$ cat config.mk
export PLATFORM = sky130hd
export DESIGN_NAME = mc_residual_sequencer
export DESIGN_NICKNAME = d
export VERILOG_FILES = /design/src/rtl/mc_residual_sequencer.sv
export SDC_FILE = /design/constraint.sdc
export NUM_CORES = 1
export LEC_CHECK = 0
export CAP_MARGIN = 5
export CORE_ASPECT_RATIO = 0.9
export CORE_MARGIN = 2
export CORE_UTILIZATION = 44
export DETAILED_ROUTE_END_ITERATION = 16
export PLACE_DENSITY = 0.78
export SETUP_SLACK_MARGIN = 0.4
export SLEW_MARGIN = 20
export SYNTH_ARGS = -nofsm -noshare
export SYNTH_HDL_FRONTEND = slang
export SYNTH_SLANG_ARGS = --single-unit
$ cat constraint.sdc
create_clock -name clk -period 1.8 [get_ports clk]
set_input_delay 0.36 -clock clk [delete_from_list [all_inputs] [get_ports clk]]
set_output_delay 0.36 -clock clk [all_outputs]
set_load 0.02 [all_outputs]
$ cat src/rtl/mc_residual_sequencer.sv
// Inter MC residual sequencer: loads block rows, emits residual rows,
// then per-component chroma DC coefficients, for one macroblock.
module mc_residual_sequencer #(
  parameter int BLK_ROWS  = 4,
  parameter int LUMA_BLKS = 16,
  parameter int N_DC_MAX  = 8,
  parameter int CW        = 4
) (
  input  logic          clk,
  input  logic          reset,
  input  logic [1:0]    chroma_mode,
  input  logic          src_valid,
  output logic          src_ready,
  input  logic          dst_ready,
  output logic          dst_valid,
  output logic          load_curr,
  output logic          load_ref,
  output logic          output_residual_row,
  output logic          output_dcco,
  output logic [CW-1:0] row_idx,
  output logic [CW-1:0] blk_idx,
  output logic [1:0]    plane,
  output logic [CW-1:0] dc_idx,
  output logic          mb_busy,
  output logic          mb_done
);

  typedef enum logic [2:0] {
    S_IDLE, S_LOAD, S_EMIT, S_DC, S_DONE
  } state_t;

  localparam int N420 = (N_DC_MAX < 4) ? N_DC_MAX : 4;
  localparam int N422 = (N_DC_MAX < 8) ? N_DC_MAX : 8;
  localparam logic [CW-1:0] ROW_LAST  = CW'(BLK_ROWS - 1);
  localparam logic [CW-1:0] LUMA_LAST = CW'(LUMA_BLKS - 1);
  localparam logic [CW-1:0] N420_LAST = CW'(N420 - 1);
  localparam logic [CW-1:0] N422_LAST = CW'(N422 - 1);

  state_t        r_state, w_state_nxt;
  logic [1:0]    r_mode, w_mode_nxt;
  logic [1:0]    r_plane, w_plane_nxt;
  logic [CW-1:0] r_row, w_row_nxt;
  logic [CW-1:0] r_blk, w_blk_nxt;
  logic [CW-1:0] r_dc, w_dc_nxt;

  logic          w_src_rdy;
  logic          w_dst_vld;
  logic          w_src_xfer;
  logic          w_dst_xfer;
  logic [CW-1:0] w_ncb_last;
  logic [CW-1:0] w_blk_last;

  // src_ready is gated by reset so it drops asynchronously with it
  assign w_src_rdy  = reset &&
                      ((r_state == S_IDLE) || (r_state == S_LOAD));
  assign w_dst_vld  = (r_state == S_EMIT) || (r_state == S_DC);
  assign w_src_xfer = src_valid && w_src_rdy;
  assign w_dst_xfer = w_dst_vld && dst_ready;
  assign w_ncb_last = (r_mode == 2'd2) ? N422_LAST : N420_LAST;
  assign w_blk_last = (r_plane == 2'd0) ? LUMA_LAST : w_ncb_last;

  always_comb begin
    w_state_nxt = r_state;
    w_mode_nxt  = r_mode;
    w_plane_nxt = r_plane;
    w_row_nxt   = r_row;
    w_blk_nxt   = r_blk;
    w_dc_nxt    = r_dc;
    unique case (r_state)
      S_IDLE, S_LOAD: begin
        if (w_src_xfer) begin
          if (r_state == S_IDLE)
            w_mode_nxt = (chroma_mode == 2'd3) ? 2'd0 : chroma_mode;
          if (r_row == ROW_LAST) begin
            w_row_nxt   = '0;
            w_state_nxt = S_EMIT;
          end else begin
            w_row_nxt   = r_row + 1'b1;
            w_state_nxt = S_LOAD;
          end
        end
      end
      S_EMIT: begin
        if (w_dst_xfer) begin
          if (r_row != ROW_LAST) begin
            w_row_nxt = r_row + 1'b1;
          end else begin
            w_row_nxt = '0;
            if (r_blk != w_blk_last) begin
              w_blk_nxt   = r_blk + 1'b1;
              w_state_nxt = S_LOAD;
            end else if (r_plane == 2'd0 && r_mode == 2'd0) begin
              w_state_nxt = S_DONE;
            end else if (r_plane == 2'd0) begin
              w_plane_nxt = 2'd1;
              w_blk_nxt   = '0;
              w_state_nxt = S_LOAD;
            end else begin
              w_state_nxt = S_DC;
            end
          end
        end
      end
      S_DC: begin
        if (w_dst_xfer) begin
          if (r_dc != w_ncb_last) begin
            w_dc_nxt = r_dc + 1'b1;
          end else begin
            w_dc_nxt = '0;
            if (r_plane == 2'd1) begin
              w_plane_nxt = 2'd2;
              w_blk_nxt   = '0;
              w_state_nxt = S_LOAD;
            end else begin
              w_state_nxt = S_DONE;
            end
          end
        end
      end
      S_DONE: begin
        w_plane_nxt = 2'd0;
        w_blk_nxt   = '0;
        w_dc_nxt    = '0;
        w_row_nxt   = '0;
        w_state_nxt = S_IDLE;
      end
      default: w_state_nxt = S_IDLE;
    endcase
  end

  always_ff @(posedge clk or negedge reset) begin
    if (!reset) begin
      r_state <= S_IDLE;
      r_mode  <= 2'd0;
      r_plane <= 2'd0;
      r_row   <= '0;
      r_blk   <= '0;
      r_dc    <= '0;
    end else begin
      r_state <= w_state_nxt;
      r_mode  <= w_mode_nxt;
      r_plane <= w_plane_nxt;
      r_row   <= w_row_nxt;
      r_blk   <= w_blk_nxt;
      r_dc    <= w_dc_nxt;
    end
  end

  assign src_ready           = w_src_rdy;
  assign dst_valid           = w_dst_vld;
  assign load_curr           = w_src_xfer;
  assign load_ref            = w_src_xfer;
  assign output_residual_row = (r_state == S_EMIT) && dst_ready;
  assign output_dcco         = (r_state == S_DC) && dst_ready;
  assign row_idx             = r_row;
  assign blk_idx             = r_blk;
  assign plane               = r_plane;
  assign dc_idx              = r_dc;
  assign mb_busy             = (r_state == S_LOAD) ||
                               (r_state == S_EMIT) ||
                               (r_state == S_DC);
  assign mb_done             = (r_state == S_DONE);

endmodule

==> flow_summary_export.csv <==
group,metric,value,unit
outcome,status,"finished with violations",
outcome,violations,"negative setup slack",
cts,cts_tree,"built",
logic_synthesis,syn_area_per_cell,8.74,sq um
power,ir_drop,0.000801,V
timing,fin_skew,0.00156,ns
power,p_int,1310,uW
logic_synthesis,yosysUniqueCellTypes,42,
hold_path,hold_class,"in -> async",
timing,setup_viol,7,
setup_path,cp_slowest_cell,"or4b_4",
logic_synthesis,synthTopCellsByArea,"dfrtp_1 39%, nor2_1 6.8%, nand2_1 5.0%",
power,power_switching,1040,uW
place,post-dp-hpwl,2620,microns
setup_path,cp-start-kind,"register",
floorplanning,initial_core_util,47.7,%
timing,hold_viol_final,0,
timing,worst_pin_slew,0.345,ns
run,cap_violations,0,
setup_path,crit_required,2.01,ns
global_route,grt-ovfl-total,0,
floorplanning,die_h,53.7,microns
logic_synthesis,muxShareOfSynthArea,0.830,%
timing,drv_slew,0,
detailed_routing,routed_wl,5000,microns
setup_path,cp.arrival,2.11,ns
setup_path,critPathMaxFanout,6,
detailed_routing,num_vias,1483,
cts,cts-root-buf,"clkbuf_4",
global_route,grt_usage,25.1,%
timing,whs,0.187,ns
timing,relSlewSlack,76.8,%
floorplanning,die-area,0.00318,sq mm
power,clkPwrFrac,9.9,%
logic_synthesis,async_flop_share,100,%
floorplanning,die_w,59.2,microns
logic_synthesis,synth_edf_count,0,
logic_synthesis,synth-main-ff-cell,"dfrtp_1",
cts,clock_path_buffers,2,
power,combinationalPowerShare,60.0,%
layout,nets,227,
place,placed_cells,222,
global_route,grt_max_degree,11,
floorplanning,coreArea,0.00253,sq mm
detailed_routing,wl_per_cell,20.4,microns
setup_path,cp_cell_sequence,"buf_6 > or4b_4 > o22ai_4 > nand2_2 > o2111ai_4 > nand2b_4 > o22ai_2",
setup_path,critPathCaptureType,"register",
timing,setup_ws,-0.102,ns
logic_synthesis,synthAdderAreaFrac,3.11,%
place,gp_congestion,0.812,
cts,cts_buffers,3,
timing,tns,-0.496,ns
logic_synthesis,seq_area_frac_synth,39.4,%
logic_synthesis,syn_nets,147,
detailed_routing,firstDrtPassIters,4,
logic_synthesis,synth_top_cell_by_area,"dfrtp_1",
logic_synthesis,syn-cell-area,0.00121,sq mm
timing,max_freq,526,MHz
cts,clock_sinks,19,
logic_synthesis,synth_top_area_share,39.4,%
power,switching_share,44.3,%
detailed_routing,drt-initial-drc-count,55,
power,seq_power_share,30.2,%
logic_synthesis,synth_xor_area_share,3.63,%
setup_path,crit_type,"reg -> reg",
floorplanning,num_rows,17,
place,port_buffers,27,
layout,final_cells,245,
detailed_routing,via_per_inst,6.05,
detailed_routing,drtAntennaViolNets,0,
cts,h-tree-depth,1,
cts,postCtsHoldBufs,0,
floorplanning,io_pins,28,
logic_synthesis,yosysWarnings,0,
power,p_per_area,1080,mW/mm^2
global_route,grt_pass1_vias,1255,
global_route,grt_pass1_wl,5870,microns
logic_synthesis,synthCells,138,
timing,fin_crit_sh,106,%
setup_path,cpPeakStageDelay,0.51,ns
detailed_routing,drc_errors,0,
setup_path,critical_path_buf_inv_count,1,
layout,drive_gt1_share,59.0,%
cts,clkTransAtPathRegs,0.11,ns
power,leakage,0.000956,uW
logic_synthesis,yosys.area_share.simple,29.8,%
cts,clkLatencyLatePin,0.31,ns
logic_synthesis,synth_compound_area_share,18.5,%
global_route,antenna_found_initial,0,
logic_synthesis,synth_top_family_by_area,"simple AND/OR/NAND/NOR gates",
setup_path,path_delay_family,"simple AND/OR/NAND/NOR gates",
layout,diodes,0,
timing,min_period,1.90,ns
timing,rsz0062_at_grt,"true",
layout,synthToLayoutAreaGrowth,80.0,%
logic_synthesis,ys_ff_latch,19,
power groups by stage:
| stage | Combinational (uW) | Sequential, uW | Clock, uW |
|---|---|---|---|
| after floorplan | 487 | 749 | 0 |
| after global placement | 1010 | 677 | 0 |
| after detailed placement | 1030 | 687 | 0 |
| after CTS | 1090 | 689 | 229 |
| after global routing | 1490 | 723 | 251 |
| final | 1410 | 710 | 232 |
state kept, by name, indices dropped and copies added (netlist names):
signal and count:
r_mode 2, plane 2, row_idx 4, dc_idx 4, r_state 3, blk_idx 4
cell usage in the layout, fill, tap and decap left out, drive strengths merged, types with 3 or more instances in the layout:
| cell type | Yosys | layout |
|---|---|---|
| a21oi | 8 | 8 |
| nor2b | 4 | 4 |
| nor2 | 22 | 22 |
| ha | 3 | 3 |
| inv | 8 | 8 |
| o21ai | 8 | 8 |
| clkdlybuf4s50 | 0 | 3 |
| dfrtp | 19 | 19 |
| nand3 | 4 | 4 |
| nand2 | 17 | 17 |
| o22ai | 3 | 3 |
| clkbuf | 1 | 4 |
| nand4 | 3 | 3 |
| nor3 | 6 | 6 |
| xnor2 | 3 | 3 |
| nand2b | 3 | 3 |
| buf | 3 | 72 |
cells in the mapped netlist (all sizes together), types with 2 or more instances:
library cell / number
xor2: 2
inv: 8
a21oi: 8
buf: 3
nor2: 22
nor2b: 4
o21a: 2
o21ai: 8
nand4: 3
ha: 3
xnor2: 3
dfrtp: 19
nand3: 4
nor3: 6
o32ai: 2
o22ai: 3
nand2b: 3
and3: 2
or4b: 2
nand3b: 2
nand2: 17
kinds of logic after synthesis:
family,count (synthesis)
AND/OR/NAND/NOR,69
AO/OA/AOI/OAI,29
flip-flops,19
buffers and inverters,12
XOR/XNOR,5
adder cells (fa/ha/maj),3
multiplexers,1
per-layer routing:
| metal | vias to the layer above | track usage, % | share of wire, % |
|---|---|---|---|
| li1 | 645 | - | - |
| met1 | 748 | 32.4 | 39 |
| met2 | 74 | 42.5 | 52 |
| met3 | 16 | 4.57 | 6.4 |
| met4 | 0 | 7.95 | 2.5 |
| met5 | - | 0 | 0 |
metrics by stage:
step	instance area, sq um	util (%)	power (uW)	setup WS (ns)
final	2170	85.8	2350	-0.102
after detailed placement	1820	71.8	1720	-0.477
after CTS	1920	75.8	2000	-0.00649
after global placement	1820	71.8	1680	-0.419
after global routing	2170	85.8	2460	-0.164
after floorplan	1300	-	1240	-0.00347
what timing repair did:
action,in CTS,in global routing
endpoints found under the setup margin,40,40
buffers inserted,1,18
pin swaps,9,12
gates resized for setup,119,51
worst paths after layout:
path                       depth (start not counted)  startpoint  slack (ns)          to
max in group asynchronous                          2       reset        1.44   dc_idx[0]
max                                                7  r_state[0]       -0.10  blk_idx[3]
min                                                2       reset        0.19  blk_idx[2]
min in group clk                                   1  row_idx[0]        0.53  row_idx[0]
max reg2reg                                        7  r_state[0]       -0.10  blk_idx[3]
min reg2reg                                        1  row_idx[0]        0.53  row_idx[0]
cell type report:
| class | instances | area [sq um] |
|---|---|---|
| Clock buffer | 4 | 26.3 |
| Fill cell | 111 | 360 |
| Inverter | 8 | 35.0 |
| Multi-Input combinational cell | 107 | 883 |
| Sequential cell | 19 | 489 |
| Tap cell | 28 | 35.0 |
| Timing Repair Buffer | 79 | 702 |
Power figures use the tool's default switching activity.
